==> src/rtl/execute_unit.sv <==
`default_nettype none
// ============================================================================
// Module   : execute_unit
// Purpose  : TinyRisc execute stage. One operand packet per valid/ready
//            handshake; single-cycle ALU ops, branch resolution, CMP flags
//            and an iterative restoring signed divider for DIV/MOD.
// Revision : 1.0 - initial release
// ============================================================================
module execute_unit #(
  parameter int XLEN = 32
) (
  input  logic            clock,
  input  logic            reset,
  input  logic            in_valid,
  output logic            in_ready,
  input  logic [3:0]      alu_op,
  input  logic [XLEN-1:0] op1,
  input  logic [XLEN-1:0] op2,
  input  logic            is_beq,
  input  logic            is_bgt,
  input  logic            is_ubranch,
  input  logic            is_ret,
  input  logic [XLEN-1:0] branch_target_in,
  input  logic [3:0]      rd_in,
  input  logic            wb_en_in,
  output logic            out_valid,
  input  logic            out_ready,
  output logic [XLEN-1:0] result,
  output logic            branch_taken,
  output logic [XLEN-1:0] branch_pc,
  output logic [3:0]      rd_out,
  output logic            wb_en_out,
  output logic            flag_e,
  output logic            flag_gt,
  output logic            busy
);

  localparam int CNT_W = $clog2(XLEN);
  localparam int SH_W  = $clog2(XLEN);

  localparam logic [3:0] OP_ADD = 4'd0;
  localparam logic [3:0] OP_SUB = 4'd1;
  localparam logic [3:0] OP_MUL = 4'd2;
  localparam logic [3:0] OP_DIV = 4'd3;
  localparam logic [3:0] OP_MOD = 4'd4;
  localparam logic [3:0] OP_CMP = 4'd5;
  localparam logic [3:0] OP_AND = 4'd6;
  localparam logic [3:0] OP_OR  = 4'd7;
  localparam logic [3:0] OP_NOT = 4'd8;
  localparam logic [3:0] OP_MOV = 4'd9;
  localparam logic [3:0] OP_LSL = 4'd10;
  localparam logic [3:0] OP_LSR = 4'd11;
  localparam logic [3:0] OP_ASR = 4'd12;

  typedef enum logic [1:0] {
    ST_IDLE = 2'd0,
    ST_DIV  = 2'd1,
    ST_DONE = 2'd2
  } state_t;

  state_t           state_q, state_d;
  logic [CNT_W-1:0] count_q, count_d;
  logic [XLEN-1:0]  rem_q, rem_d;
  logic [XLEN-1:0]  quo_q, quo_d;
  logic [XLEN-1:0]  dvsr_q, dvsr_d;
  logic             neg_quo_q, neg_quo_d;
  logic             neg_rem_q, neg_rem_d;
  logic             is_mod_q, is_mod_d;
  logic             dvz_q, dvz_d;
  logic             out_valid_q, out_valid_d;
  logic [XLEN-1:0]  result_q, result_d;
  logic             branch_taken_q, branch_taken_d;
  logic [XLEN-1:0]  branch_pc_q, branch_pc_d;
  logic [3:0]       rd_q, rd_d;
  logic             wb_en_q, wb_en_d;
  logic             flag_e_q, flag_e_d;
  logic             flag_gt_q, flag_gt_d;

  logic             fire;
  logic             is_div_op;
  logic [XLEN-1:0]  alu_res;
  logic [XLEN:0]    rem_sh;
  logic [XLEN:0]    trial;
  logic [XLEN-1:0]  quo_fix;
  logic [XLEN-1:0]  rem_fix;

  // New packets only while the divider is idle and the output slot is free
  // or being drained this cycle.
  assign in_ready  = (state_q == ST_IDLE) & (~out_valid_q | out_ready);
  assign fire      = in_valid & in_ready;
  assign is_div_op = (alu_op == OP_DIV) | (alu_op == OP_MOD);

  // Single-cycle ALU result; CMP, DIV/MOD and reserved codes yield 0 here.
  always_comb begin
    alu_res = '0;
    case (alu_op)
      OP_ADD:  alu_res = op1 + op2;
      OP_SUB:  alu_res = op1 - op2;
      OP_MUL:  alu_res = op1 * op2;
      OP_AND:  alu_res = op1 & op2;
      OP_OR:   alu_res = op1 | op2;
      OP_NOT:  alu_res = ~op2;
      OP_MOV:  alu_res = op2;
      OP_LSL:  alu_res = op1 << op2[SH_W-1:0];
      OP_LSR:  alu_res = op1 >> op2[SH_W-1:0];
      OP_ASR:  alu_res = $unsigned($signed(op1) >>> op2[SH_W-1:0]);
      default: alu_res = '0;
    endcase
  end

  // One restoring step: shift the next dividend bit into the partial
  // remainder and keep the subtraction only if it did not go negative.
  always_comb begin
    rem_sh  = {rem_q, quo_q[XLEN-1]};
    trial   = rem_sh - {1'b0, dvsr_q};
    quo_fix = neg_quo_q ? -quo_q : quo_q;
    rem_fix = neg_rem_q ? -rem_q : rem_q;
  end

  // Next-state logic for the divider FSM and the registered output packet.
  always_comb begin
    state_d        = state_q;
    count_d        = count_q;
    rem_d          = rem_q;
    quo_d          = quo_q;
    dvsr_d         = dvsr_q;
    neg_quo_d      = neg_quo_q;
    neg_rem_d      = neg_rem_q;
    is_mod_d       = is_mod_q;
    dvz_d          = dvz_q;
    out_valid_d    = out_valid_q;
    result_d       = result_q;
    branch_taken_d = branch_taken_q;
    branch_pc_d    = branch_pc_q;
    rd_d           = rd_q;
    wb_en_d        = wb_en_q;
    flag_e_d       = flag_e_q;
    flag_gt_d      = flag_gt_q;

    if (out_ready) begin
      out_valid_d = 1'b0;
    end

    case (state_q)
      ST_IDLE: begin
        if (fire) begin
          rd_d    = rd_in;
          wb_en_d = wb_en_in;
          if (is_div_op) begin
            // Divide on magnitudes; signs are reapplied when the result loads.
            state_d        = ST_DIV;
            count_d        = '0;
            rem_d          = '0;
            quo_d          = op1[XLEN-1] ? -op1 : op1;
            dvsr_d         = op2[XLEN-1] ? -op2 : op2;
            neg_quo_d      = op1[XLEN-1] ^ op2[XLEN-1];
            neg_rem_d      = op1[XLEN-1];
            is_mod_d       = (alu_op == OP_MOD);
            dvz_d          = (op2 == '0);
            out_valid_d    = 1'b0;
            branch_taken_d = 1'b0;
            branch_pc_d    = '0;
          end else begin
            out_valid_d    = 1'b1;
            result_d       = alu_res;
            branch_taken_d = is_ubranch | (is_beq & flag_e_q) | (is_bgt & flag_gt_q);
            branch_pc_d    = is_ret ? op1 : branch_target_in;
            if (alu_op == OP_CMP) begin
              flag_e_d  = (op1 == op2);
              flag_gt_d = ($signed(op1) > $signed(op2));
            end
          end
        end
      end
      ST_DIV: begin
        quo_d   = {quo_q[XLEN-2:0], ~trial[XLEN]};
        rem_d   = trial[XLEN] ? rem_sh[XLEN-1:0] : trial[XLEN-1:0];
        count_d = count_q + CNT_W'(1);
        if (count_q == CNT_W'(XLEN - 1)) begin
          state_d = ST_DONE;
        end
      end
      ST_DONE: begin
        // A zero divisor leaves |op1| in the remainder, so MOD needs no
        // special case; DIV by zero is forced to all ones.
        if (is_mod_q) begin
          result_d = rem_fix;
        end else if (dvz_q) begin
          result_d = '1;
        end else begin
          result_d = quo_fix;
        end
        out_valid_d = 1'b1;
        state_d     = ST_IDLE;
      end
      default: begin
        state_d = ST_IDLE;
      end
    endcase
  end

  // State and output registers with synchronous reset.
  always_ff @(posedge clock) begin
    if (reset) begin
      state_q        <= ST_IDLE;
      count_q        <= '0;
      rem_q          <= '0;
      quo_q          <= '0;
      dvsr_q         <= '0;
      neg_quo_q      <= 1'b0;
      neg_rem_q      <= 1'b0;
      is_mod_q       <= 1'b0;
      dvz_q          <= 1'b0;
      out_valid_q    <= 1'b0;
      result_q       <= '0;
      branch_taken_q <= 1'b0;
      branch_pc_q    <= '0;
      rd_q           <= '0;
      wb_en_q        <= 1'b0;
      flag_e_q       <= 1'b0;
      flag_gt_q      <= 1'b0;
    end else begin
      state_q        <= state_d;
      count_q        <= count_d;
      rem_q          <= rem_d;
      quo_q          <= quo_d;
      dvsr_q         <= dvsr_d;
      neg_quo_q      <= neg_quo_d;
      neg_rem_q      <= neg_rem_d;
      is_mod_q       <= is_mod_d;
      dvz_q          <= dvz_d;
      out_valid_q    <= out_valid_d;
      result_q       <= result_d;
      branch_taken_q <= branch_taken_d;
      branch_pc_q    <= branch_pc_d;
      rd_q           <= rd_d;
      wb_en_q        <= wb_en_d;
      flag_e_q       <= flag_e_d;
      flag_gt_q      <= flag_gt_d;
    end
  end

  assign out_valid    = out_valid_q;
  assign result       = result_q;
  assign branch_taken = branch_taken_q;
  assign branch_pc    = branch_pc_q;
  assign rd_out       = rd_q;
  assign wb_en_out    = wb_en_q;
  assign flag_e       = flag_e_q;
  assign flag_gt      = flag_gt_q;
  assign busy         = (state_q != ST_IDLE);

endmodule
`default_nettype wire

==> config.mk <==
export PLATFORM = sky130hd
export DESIGN_NAME = execute_unit
export DESIGN_NICKNAME = d
export VERILOG_FILES = /design/src/rtl/execute_unit.sv
export SDC_FILE = /design/constraint.sdc
export NUM_CORES = 2
export LEC_CHECK = 0
export CORE_MARGIN = 2
export CORE_UTILIZATION = 44
export CTS_CLUSTER_DIAMETER = 150
export CTS_CLUSTER_SIZE = 12
export DETAILED_ROUTE_END_ITERATION = 8
export DONT_BUFFER_PORTS = 1
export PLACE_DENSITY = 0.69
export REMOVE_ABC_BUFFERS = 1
export SYNTH_ARGS = -nofsm -noshare
export SYNTH_HDL_FRONTEND = slang
export SYNTH_SLANG_ARGS = --single-unit
==> constraint.sdc <==
create_clock -name clock -period 12.6 [get_ports clock]
set_clock_uncertainty 0.05 [all_clocks]
set_input_delay 2.52 -clock clock [delete_from_list [all_inputs] [get_ports clock]]
set_output_delay 2.52 -clock clock [all_outputs]
set_load 0.005 [all_outputs]
Yosys cells after proc, flatten, opt, wreduce, memory -nomap -nowiden
Cells that the tools add are included.
{ "totals": {"ff_bits": 180, "in_bits": 113, "out_inout_bits": 75, "wordCells": 108} }
{ "classes": {"addsub": 8, "multipliers": 1, "n_lt_le_gt_ge": 1, "n_eq_ne": 20, "shift": 3, "muxes": 31, "bitwise": 15, "n_reduce_logical": 12} }
{ "op_table": {"columns": ["cell", "n"], "rows": [
  ["32-bit 2-to-1 mux", 15],
  ["32-bit one-hot mux with 10 select lines", 1],
  ["32-bit one-hot mux with 2 select lines", 3],
  ["32-bit negator", 4],
  ["33-bit by 32-bit subtractor with 33-bit output", 1],
  ["32-bit adder", 1],
  ["32-bit AND", 1],
  ["32-bit equality test", 1],
  ["32-bit > comparator", 1],
  ["32-bit zero test", 1],
  ["32-bit by 32-bit multiplier with 32-bit output", 1],
  ["32-bit NOT", 1],
  ["32-bit OR", 1],
  ["32-bit by 5-bit left shift with 32-bit output", 1],
  ["32-bit by 5-bit right shift with 32-bit output", 1],
  ["32-bit by 5-bit >>> shifter with 32-bit output", 1],
  ["32-bit subtractor", 1],
  ["4-bit equality test (second input constant)", 5],
  ["4-bit by 3-bit equality test with 1-bit output (second input constant)", 4],
  ["3-bit AND reduction", 4],
  ["5-bit 2-to-1 mux", 2],
  ["5-bit one-hot mux with 2 select lines", 1],
  ["4-bit by 2-bit equality test with 1-bit output (second input constant)", 2],
  ["2-bit inequality test (second input constant)", 4],
  ["other kinds (18)", 33]
]} }

Logic depth before layout (Yosys ltp)
{ "logic_depth": {"depth_word": 6, "mapped_depth": 33} }

Least setup slack after synthesis
No wires, ideal clock.
{ "synth_timing": {"path_kind": "input -> register", "start": "input port op2[2]", "end": "register result_q[30], in the netlist result[30]", "t_arrival_ps": 10716, "required_ps": 12409, "slack_ps": 1693, "stages": 30, "n_path_buf": 5, "cell_sequence": "clkbuf_1 -> inv_2 -> buf_1 -> clkbuf_1 -> buf_1 -> clkbuf_1 -> nor2_1 -> fa_1 -> inv_1 -> fa_1 -> fa_1 -> fa_1 -> inv_1 -> fa_1 -> inv_1 -> fa_1 -> inv_1 -> fa_1 -> fa_1 -> ha_1 -> and3_1 -> a221o_1 -> a21oi_1 -> o21ai_0 -> a21oi_1 -> a31oi_1 -> a311oi_1 -> nor3_1 -> a2111oi_0 -> a2111oi_0"} }
{ "synth_via": {"elab_chain_len": 5, "elab_cells_between_ends": 10, "cone_classes": "add/sub: 2; mul: 1; shift: 3; mux: 4"} }
{ "synth_lines": {"columns": ["item", "line_no", "rtl"], "rows": [
  ["start, declared", "18", "input logic [XLEN-1:0] op2,"],
  ["32-bit by 32-bit multiplier with 32-bit output (tied with other cells)", "99", "OP_MUL: alu_res = op1 * op2;"],
  ["32-bit one-hot mux with 10 select lines (*)", "96", "case (alu_op)"],
  ["32-bit 2-to-1 mux (*)", "149", "if (is_div_op) begin"],
  ["32-bit 2-to-1 mux (*)", "146", "if (fire) begin"],
  ["32-bit one-hot mux with 2 select lines (*)", "144", "case (state_q)"],
  ["end signal, assigned", "233", "result_q <= result_d;"],
  ["end, declared", "71", "logic [XLEN-1:0] result_q, result_d;"]
]} }
Mark *: on every way between the ends. The rest lies on a longest branch, timed or not. The select of a mux whose other input is x is not followed.
A chain may end at the register's enable or synchronous reset.

Worst setup path in the final report
{ "layout_timing": {"start": "input port op1[7]", "end": "register result_q[30], in the netlist result[30]"} }
{ "layout_via": {"elab_chain_len": 5, "elab_cells_between_ends": 10, "cone_classes": "add/sub: 2; mul: 1; shift: 3; mux: 4"} }
{ "layout_lines": {"columns": ["item", "line_no", "rtl"], "rows": [
  ["start, declared", "17", "input logic [XLEN-1:0] op1,"],
  ["32-bit by 32-bit multiplier with 32-bit output (tied with other cells)", "99", null],
  ["32-bit one-hot mux with 10 select lines (*)", "96", null],
  ["32-bit 2-to-1 mux (*)", "149", null],
  ["32-bit 2-to-1 mux (*)", "146", null],
  ["32-bit one-hot mux with 2 select lines (*)", "144", null]
]} }
Marked as above.

==> results.py <==
metrics = {
    "run_status": {
        "status": "finished with violations",
        "violations": "capacitance limit, slew limit",
    },
    "clock_network": {
        "cts_max_level": 4,
        "postCtsSetupBuffers": 0,
        "cts_sinks": 180,
        "clkTransAtPathRegs_ns": 0.07,
        "cts_resized": 0,
        "clock_latency_ns": 0.46,
        "cts_buffers": 17,
        "cts_tree": "built",
        "hold_buffers": 0,
        "cts_root_buf": "clkbuf_16",
        "clk_path_buf_depth": 2,
    },
    "route": {
        "highest_layer": "met5",
        "drt_iter0_drc": 5043,
        "wirelength_um": 161000,
        "drc_errors": 0,
        "ant_nets": 0,
        "routed-wl-met2_um": 65600,
        "wl_met1_um": 59800,
        "firstDrtPassIters": 9,
        "via_per_inst": 6.52,
        "routedWlPerCell_um": 30.0,
        "vias": 35069,
        "met3_length_um": 22700,
    },
    "yosys": {
        "async_reset_ff_share_pct": 0,
        "ys_warn_count": 0,
        "seq_area_frac_synth_pct": 10.2,
        "synth.distinct_cells": 86,
        "syn_area_mm2": 0.0352,
        "synth-seq-cells": 180,
        "syn_avg_cell_area_um2": 7.73,
        "ys.flop_type": "dfxtp_1",
        "synth-edff-count": 0,
        "syn_inst": 4547,
    },
    "final_layout": {
        "area_delta_synth_final_pct": 3.46,
        "final_area_mm2": 0.0364,
        "fillers": 7946,
        "layout_commonest_cell": "nor2_1",
        "layout_common_cells": "nor2_1, inv_1, nand2_1",
        "final_util_pct": 46.0,
        "finalNetCount": 5092,
        "drive_gt1_share_pct": 4.65,
    },
    "global_routing": {
        "grt_pass1_wl_um": 234000,
        "grt_max_degree": 154,
        "grt_overflow": 0,
        "grt_use_total_pct": 39.0,
        "antenna_found_initial": 5,
        "grt_pass1_vias": 33718,
    },
    "worst_setup_path": {
        "worst_path_most_repeated_cell": "fa_1",
        "critPathSlowestCell": "fa_1",
        "critPathCaptureType": "register",
        "worstSetupStartpointType": "primary input",
        "slowest_delay_ns": 0.56,
        "path_cells": "clkinv_1 > nor2_1 > fa_1 > fa_1 > fa_1 > fa_1 > ha_1 > ha_1 > inv_1 > fa_1 > inv_1 > fa_1 > ha_1 > or3_1 > a2111o_1 > o2111ai_1 > a21boi_0 > a31oi_1 > o21ai_0 > nand3_1 > a31oi_1 > nor3_1 > a2111oi_0 > a2111oi_0",
        "setup.worst_path.class": "primary input to register",
        "arrival_ns": 10.51,
        "path_max_fanout": 17,
        "worstPathRequired_ns": 12.89,
    },
    "timing": {
        "worstMarginPinSlew_ns": 1.53,
        "tns_ns": 0,
        "setup_viol": 0,
        "slew_viol_final": 3,
        "hold_violations": 0,
        "finalCritPeriodShare_pct": 81.1,
        "clock.fmax_ghz": 0.0979,
        "rsz0062_at_grt": "no",
        "min_period_ns": 10.22,
        "slew_headroom_pct": -2.41,
    },
    "placement": {
        "port_buffers": 0,
        "gp_congestion": 1.09,
        "placed_area_mm2": 0.0357,
        "hpwl_um": 123000,
    },
    "die": {
        "row_count": 103,
        "die_w_um": 287,
        "core-area_mm2": 0.0790,
        "dieHeight_um": 287,
        "ios": 188,
        "start_util_pct": 44.5,
        "dieArea_mm2": 0.0822,
    },
    "flow_run": {
        "drv_cap": 1,
    },
    "worst_hold_path": {
        "hold_class": "register to register",
    },
}
## flip-flops by register name, summed over array words and instances (netlist names)
name	cells
branch_taken	1
quo_q	32
branch_pc	32
wb_en_out	1
rem_q	32
flag_gt	1
result	32
rd_out	4
count_q	5
out_valid	1
state_q	2
is_mod_q	1
neg_rem_q	1
dvz_q	1
dvsr_q	32
neg_quo_q	1
flag_e	1
## cells by family (layout without fill, tap and decap cells)
kind of cell,count (synthesis),after routing,share of synthesized area (%)
xor gates and xnor gates,241,241,6.03
other,0,4,0
and+or+nand+nor,1422,1422,17.2
muxes,152,152,5.40
buffers and inverters,846,622,9.12
adders and majority gates,669,669,32.6
AOI/OAI and AO/OA,1037,1037,19.4
DFF,180,180,10.2
## per-stage QoR
step / hold slack [ns] / cells / worst slack (ns)
after global routing: 0.432 / 5375 / 2.14
after CTS: 0.414 / 5373 / 2.58
after floorplan: 0.376 / 4241 / 2.51
final: 0.410 / 5377 / 2.38
after detailed placement: 0.405 / 5341 / 2.12
after global placement: 0.394 / 5341 / 2.16
## final cells by class
cell class	instances	area (um2)	share of cell area, %
multi-input cells	3521	28400	78.1
flip-flops and latches	180	3600	9.91
inverters	540	2030	5.57
well taps	1050	1310	3.61
clock buffers	18	429	1.18
repair buffers	50	375	1.03
clock inverters	14	193	0.530
diodes	4	10.0	0.0275
## critical path: cells and delay by family
family	cells	cell delay, ns
fa+ha+maj	9	3.63
simple gates	4	1.42
buf+inv	3	0.65
compound gates	8	2.27
## worst paths after layout
| check | startpoint | endpoint | slack, ns | depth (start not counted) |
|---|---|---|---|---|
| max | op1[7] | result[30] | 2.38 | 24 |
| min | dvsr_q[22] | dvsr_q[22] | 0.41 | 2 |
| max reg2reg | quo_q[31] | quo_q[0] | 7.47 | 16 |
| min reg2reg | dvsr_q[22] | dvsr_q[22] | 0.41 | 2 |
## synthesized netlist by cell type (all sizes together), types with 14 or more instances
cell type / number / area [um2]
clkbuf: 235 / 882
a221oi: 62 / 549
xnor2: 174 / 1530
a31oi: 23 / 144
o21ai: 235 / 1180
nor2b: 28 / 175
ha: 258 / 3230
o2111ai: 23 / 201
mux2i: 86 / 861
o22ai: 26 / 163
a2111oi: 19 / 166
nor3: 67 / 340
o21bai: 22 / 165
a21oi: 257 / 1290
and2: 17 / 106
clkinv: 20 / 75.1
o31ai: 49 / 392
a21o: 44 / 330
a211oi: 75 / 563
dfxtp: 180 / 3600
nand2: 443 / 1660
nand3: 42 / 210
nor4: 27 / 181
or3: 16 / 110
nand4: 23 / 144
o21a: 22 / 165
o41ai: 15 / 131
a22oi: 49 / 368
buf: 71 / 297
a221o: 17 / 171
fa: 411 / 8230
inv: 520 / 1950
xor2: 67 / 587
mux4: 26 / 586
o211ai: 27 / 203
mux2: 40 / 450
or4: 14 / 129
nand2b: 30 / 188
nor2: 678 / 2550
## metal layers
metal  vias up  global-route usage [%]
met5         -                       0
met4         4                    25.7
met3       656                    12.5
met2      2641                    55.7
met1     16965                    50.4
li1      14803                       -
Power is not shown: default switching activity piles up to over one toggle a cycle in this logic, so the estimate is an artifact.
